## src/rtl/div_frac_ctrl_if.sv

```systemverilog
// Ratio configuration port of the fractional clock-enable divider:
// valid/ready transfer of an N / N.5 ratio, plus the illegal-ratio flag.
interface div_frac_ctrl_if #(
    parameter int W = 8
);
    logic         cfg_valid;
    logic         cfg_ready;
    logic [W-1:0] cfg_int;
    logic         cfg_half;
    logic         cfg_err;

    modport master (
        output cfg_valid,
        output cfg_int,
        output cfg_half,
        input  cfg_ready,
        input  cfg_err
    );

    modport slave (
        input  cfg_valid,
        input  cfg_int,
        input  cfg_half,
        output cfg_ready,
        output cfg_err
    );
endinterface

```

## src/rtl/div_frac_ctrl.sv

```systemverilog
// Clock-enable divider by N or N.5 (alternating N / N+1 periods).
// Emits a tick and a near-50% level; new ratios take effect only at period boundaries.
module div_frac_ctrl #(
    parameter int W = 8
) (
    input  logic           clk,
    input  logic           rst,
    input  logic           enable,
    div_frac_ctrl_if.slave cfg,
    output logic           tick,
    output logic           clk_out,
    output logic           running,
    output logic [W-1:0]   cur_int,
    output logic           cur_half
);
    typedef enum logic [1:0] {IDLE, RUN, DRAIN} state_t;

    localparam logic [W:0]   ONE   = {{W{1'b0}}, 1'b1};
    localparam logic [W-1:0] MIN_N = {{(W-2){1'b0}}, 2'd2};

    state_t       state_q, state_d;
    logic [W:0]   cnt_q, cnt_d;
    logic         phase_q, phase_d;
    logic         pend_full_q, pend_full_d;
    logic [W-1:0] pend_int_q, pend_int_d;
    logic         pend_half_q, pend_half_d;
    logic [W-1:0] cur_int_q, cur_int_d;
    logic         cur_half_q, cur_half_d;
    logic         err_q, err_d;

    logic         active;
    logic         xfer;
    logic         legal;
    logic         at_end;
    logic [W:0]   len;

    // Period length is one bit wider than the ratio so N=2^W-1 with .5 cannot wrap.
    assign len    = {1'b0, cur_int_q} + {{W{1'b0}}, (cur_half_q & phase_q)};
    assign active = (state_q != IDLE);
    assign at_end = active && (cnt_q == (len - ONE));
    assign xfer   = cfg.cfg_valid && !pend_full_q;
    assign legal  = (cfg.cfg_int >= MIN_N);

    assign tick          = at_end;
    assign clk_out       = active && (cnt_q >= (len >> 1));
    assign running       = active;
    assign cur_int       = cur_int_q;
    assign cur_half      = cur_half_q;
    assign cfg.cfg_ready = !pend_full_q;
    assign cfg.cfg_err   = err_q;

    always_comb begin
        state_d     = state_q;
        cnt_d       = cnt_q;
        phase_d     = phase_q;
        pend_full_d = pend_full_q;
        pend_int_d  = pend_int_q;
        pend_half_d = pend_half_q;
        cur_int_d   = cur_int_q;
        cur_half_d  = cur_half_q;
        err_d       = xfer && !legal;

        case (state_q)
            IDLE: begin
                cnt_d   = '0;
                phase_d = 1'b0;
                if (xfer && legal) begin
                    cur_int_d  = cfg.cfg_int;
                    cur_half_d = cfg.cfg_half;
                end
                if (enable && (cur_int_q >= MIN_N)) begin
                    state_d = RUN;
                end
            end
            RUN, DRAIN: begin
                if (at_end) begin
                    cnt_d = '0;
                    // A buffered ratio wins; otherwise a ratio arriving on this very edge is taken directly.
                    if (pend_full_q) begin
                        cur_int_d   = pend_int_q;
                        cur_half_d  = pend_half_q;
                        pend_full_d = 1'b0;
                        phase_d     = 1'b0;
                    end else if (xfer && legal) begin
                        cur_int_d  = cfg.cfg_int;
                        cur_half_d = cfg.cfg_half;
                        phase_d    = 1'b0;
                    end else begin
                        phase_d = cur_half_q & ~phase_q;
                    end
                end else begin
                    cnt_d = cnt_q + ONE;
                    if (xfer && legal) begin
                        pend_int_d  = cfg.cfg_int;
                        pend_half_d = cfg.cfg_half;
                        pend_full_d = 1'b1;
                    end
                end

                if (state_q == RUN) begin
                    if (!enable) begin
                        state_d = DRAIN;
                    end
                end else if (enable) begin
                    state_d = RUN;
                end else if (at_end) begin
                    state_d = IDLE;
                    phase_d = 1'b0;
                end
            end
            default: begin
                state_d = IDLE;
                cnt_d   = '0;
                phase_d = 1'b0;
            end
        endcase
    end

    always_ff @(posedge clk) begin
        if (rst) begin
            state_q     <= IDLE;
            cnt_q       <= '0;
            phase_q     <= 1'b0;
            pend_full_q <= 1'b0;
            pend_int_q  <= '0;
            pend_half_q <= 1'b0;
            cur_int_q   <= '0;
            cur_half_q  <= 1'b0;
            err_q       <= 1'b0;
        end else begin
            state_q     <= state_d;
            cnt_q       <= cnt_d;
            phase_q     <= phase_d;
            pend_full_q <= pend_full_d;
            pend_int_q  <= pend_int_d;
            pend_half_q <= pend_half_d;
            cur_int_q   <= cur_int_d;
            cur_half_q  <= cur_half_d;
            err_q       <= err_d;
        end
    end
endmodule

```

## src/flat_wrapper.sv

```systemverilog
// flat-port wrapper written by rule: the top's interface ports become plain ports
module div_frac_ctrl_flat 
#(
    parameter int W = 8
)
  (clk, rst, enable, tick, clk_out, running, cur_int, cur_half, cfg_cfg_valid, cfg_cfg_int, cfg_cfg_half, cfg_cfg_ready, cfg_cfg_err);
  div_frac_ctrl_if #(.W(W)) cfg_i ();
  input  logic clk;
  input  logic rst;
  input  logic enable;
  output logic tick;
  output logic clk_out;
  output logic running;
  output logic [W-1:0] cur_int;
  output logic cur_half;
  input wire logic [$bits(cfg_i.cfg_valid)-1:0] cfg_cfg_valid;
  input wire logic [$bits(cfg_i.cfg_int)-1:0] cfg_cfg_int;
  input wire logic [$bits(cfg_i.cfg_half)-1:0] cfg_cfg_half;
  output wire logic [$bits(cfg_i.cfg_ready)-1:0] cfg_cfg_ready;
  output wire logic [$bits(cfg_i.cfg_err)-1:0] cfg_cfg_err;
  assign cfg_i.cfg_valid = cfg_cfg_valid;
  assign cfg_i.cfg_int = cfg_cfg_int;
  assign cfg_i.cfg_half = cfg_cfg_half;
  assign cfg_cfg_ready = cfg_i.cfg_ready;
  assign cfg_cfg_err = cfg_i.cfg_err;
  div_frac_ctrl #(.W(W)) u_core (.clk(clk), .rst(rst), .enable(enable), .cfg(cfg_i), .tick(tick), .clk_out(clk_out), .running(running), .cur_int(cur_int), .cur_half(cur_half));
endmodule
```

## config.mk

```make
export PLATFORM = sky130hd
export DESIGN_NAME = div_frac_ctrl_flat
export DESIGN_NICKNAME = d
export VERILOG_FILES = /design/src/rtl/div_frac_ctrl_if.sv /design/src/rtl/div_frac_ctrl.sv /design/src/flat_wrapper.sv
export SDC_FILE = /design/constraint.sdc
export NUM_CORES = 1
export LEC_CHECK = 0
export BUFFER_PORTS_ARGS = -buffer_cell sky130_fd_sc_hd__buf_4
export CORE_MARGIN = 2
export CORE_UTILIZATION = 27
export CTS_CLUSTER_SIZE = 28
export DETAILED_ROUTE_END_ITERATION = 8
export PLACE_DENSITY_LB_ADDON = 0.3
export SLEW_MARGIN = 40
export SYNTH_ARGS = -nofsm -noshare
export SYNTH_HDL_FRONTEND = slang
export SYNTH_SLANG_ARGS = --single-unit
```

## constraint.sdc

```tcl
create_clock -name clk -period 5 [get_ports clk]
set_clock_uncertainty 0.15 [all_clocks]
set_input_delay 0.25 -clock clk [delete_from_list [all_inputs] [get_ports clk]]
set_output_delay 0.25 -clock clk [all_outputs]
set_load 0.01 [all_outputs]
```

==> metrics.cfg <==
[worst_hold_path]
worstHoldStart = cfg_cfg_valid
hold_path_end = u_core.cfg.cfg_err
worstHoldPathType = input pin to flop
hold_depth = 2

[die]
die_x_um = 104
start_util_pct = 27.7
ioPinCount = 27
row_count = 36
die_h_um = 104
core_area_um2 = 9730
dieArea_um2 = 10800

[global_route]
grt-ovfl-total = 0
grt_first_pass_wirelength_mm = 10.9
first_global_vias = 2170
grt_max_degree = 36
antenna_found_initial = 0
groute.usage.overall_pct = 12.0

[power]
p_leak_uw = 0.00111
total_power_uw = 1270
max-vdd-ir-drop_uv = 150
power_density_nw_per_um2 = 425

[place]
place_area_um2 = 2910
post-dp-hpwl_mm = 4.60
gp_congestion = 0.724
portBuffers = 26

[yosys]
synthFlopType = dfxtp_1
synthSimpleGateAreaFrac_pct = 27.3
synth_top_area_share_pct = 23.8
syn-cell-area_um2 = 2690
ys_types = 67
yosys.area.top_type = dfxtp_1
avgSynthCellArea_um2 = 8.49
synthMuxAreaShare_pct = 8.04
syn_nets = 345
yosys-top-cells-area = dfxtp_1 (24%), mux2i_1 (7.1%), ha_1 (7.0%), nand2b_1 (5.3%), a21oi_1 (4.5%)
async_flop_share_pct = 0
synth-seq-cells = 32
netlist_instances = 317
ys_warn_count = 0
synthXorXnorAreaFrac_pct = 8.69
synth_top_family_by_area = simple AND/OR/NAND/NOR gates
yosysSeqAreaShare_pct = 23.8
synth_compound_area_share_pct = 17.4
synth_edf_count = 0
synth_fa_ha_area_share_pct = 6.97

[worst_setup_path]
arrival_ns = 3.56
cp_max_fo = 15
path_cells = and2_1 > ha_1 > ha_1 > nand3_1 > o21a_1 > a211o_1 > mux2_2 > o22ai_2 > o211a_1 > buf_4
cpPeakStageDelay_ns = 0.57
cp_common_cell = ha_1
r2r_cells = 11
cp-end-kind = output port
path_class = flop to output port
r2r_slack_ns = 1.10
r2r_start = u_core.cur_half
start_kind = flop
cp.required_ns = 4.60
r2r-end = u_core.cnt_q[3]
crit_slowest_cell = ha_1

[cts]
post_cts_buffers = 0
cts_hold_buf = 0
clock-root-buffer = clkbuf_8
cts_buffers = 5
cts.sinks = 32
cts_resized = 0
clockBufferDepth = 2
cts_tree = done
clkSlewWorstSetupHoldPaths_ns = 0.08
htree_levels = 2
clkLatencyLatePin_ns = 0.28

[sta]
setup_tns_ns = 0
slew_viol_final = 0
hold_slack_ns = 0.0956
worst_pin_slew_ns = 0.778
hold_viol_final = 0
relSlewSlack_pct = 48.0
layout_min_cycle_time_ns = 3.96
fmax_ghz = 0.253
finalSetupViolCount = 0
rsz0062_at_grt = no
period_share_pct = 79.1

[detailed_routing]
antenna_left = 0
drtIter0Drc = 100
detail_route.wl_per_cell_um = 14.0
num_vias = 2246
routed_via_density = 4.88
drc = 0
finalWirelength_mm = 6.46
drt_pass1_iterations = 4

[finish]
final_util_pct = 30.8
drive_above_1_share_pct = 19.6
antenna_cells = 0
final_cell_area_um2 = 3000
area_delta_synth_final_pct = 11.3
final_nets = 354

[flow_run]
maxCapViolations = 0

[status]
outcome = complete, no violations

==> report_power, final <==
part / internal [µW] / switching (µW)
sequential: 299 / 104
combinational: 323 / 338
clock: 110 / 101
==> cell usage after synthesis (3+ instances only) <==
master,instances
buf_2,5
inv_1,13
xnor2_1,8
nor3_1,7
nor2_1,16
ha_1,15
a211o_1,3
buf_6,7
nand4_1,6
xnor3_1,3
a21oi_1,24
a21o_1,8
nand2_1,10
and2_1,5
buf_4,3
clkbuf_1,7
dfxtp_1,32
mux2i_1,19
or3_1,3
nor2_2,11
a21o_2,3
nor4_1,5
nand3_1,16
nand2b_1,23
xor2_1,11
and3_1,4
==> worst max path at each step <==
| stage | start | to | slack, ns |
|---|---|---|---|
| after floorplan | u_core.cur_half | u_core.state_q[0] | 1.75 |
| after global placement | u_core.cur_half | u_core.cnt_q[2] | 1.24 |
| after detailed placement | u_core.cur_half | u_core.cnt_q[8] | 1.15 |
| after CTS | u_core.cur_half | tick | 1.08 |
| after global routing | u_core.cur_half | tick | 0.77 |
| final | u_core.cur_half | tick | 1.04 |
==> cell families after synthesis <==
group                    count (synthesis)
buffers and inverters                   37
XOR/XNOR                                22
AO/OA/AOI/OAI                           65
multiplexers                            21
AND/OR/NAND/NOR                        125
adder cells (fa/ha/maj)                 15
flip-flops                              32
==> per-layer routing <==
layer  track usage (%)  vias up  routed length [µm]
met5                 0        -                   0
met4              3.19        0                  34
met3              1.69        2                 168
met2              18.7       29                2940
met1              17.3     1062                3320
li1                  -     1153                   -
==> flip-flops by register name, indices dropped and copies added, names as in the netlist <==
register and flops:
u_core.cfg.cfg_err 1, u_core.cnt_q 9, u_core.cur_half 1, u_core.cur_int 8, u_core.pend_full_q 1, u_core.pend_half_q 1
u_core.pend_int_q 8, u_core.phase_q 1, u_core.state_q 2
==> critical path, delay by kind of cell, from the launching register on <==
| family | cells | cell delay (ns) |
|---|---|---|
| AOI/OAI and AO/OA | 4 | 1.09 |
| buffers and inverters | 1 | 0.18 |
| muxes | 1 | 0.27 |
| adders and majority gates | 2 | 0.96 |
| and+or+nand+nor | 2 | 0.36 |
| DFF | 1 | 0.40 |
==> placed cells by master (no fill, tap or decap), drive strengths merged, types with 3 or more instances in the layout <==
cell / count
dfxtp: 32
nor2: 28
buf: 26
a21oi: 24
nand2b: 23
mux2i: 19
nand3: 17
ha: 15
inv: 13
nand2: 12
xor2: 11
a21o: 11
xnor2: 8
nor3: 7
nand4: 6
clkbuf: 6
and2: 5
nor4: 5
and3: 4
or3: 4
a211o: 3
xnor3: 3
o21ai: 3
a211oi: 3
==> per-stage QoR <==
stage               instances  worst slack [ns]
floorplan                 317              1.75
global placement          452              1.24
detailed placement        452              1.15
CTS                       460              1.08
global route              460             0.768
finish                    460              1.04
==> area by class of cell <==
type | count | area, µm²
Fill cell | 1060 | 6730
Sequential cell | 32 | 641
Inverter | 13 | 48.8
Timing Repair Buffer | 26 | 195
Multi-Input combinational cell | 248 | 1850
Clock buffer | 6 | 82.6
Clock inverter | 2 | 10.0
Tap cell | 133 | 166
Power figures use the tool's default switching activity.
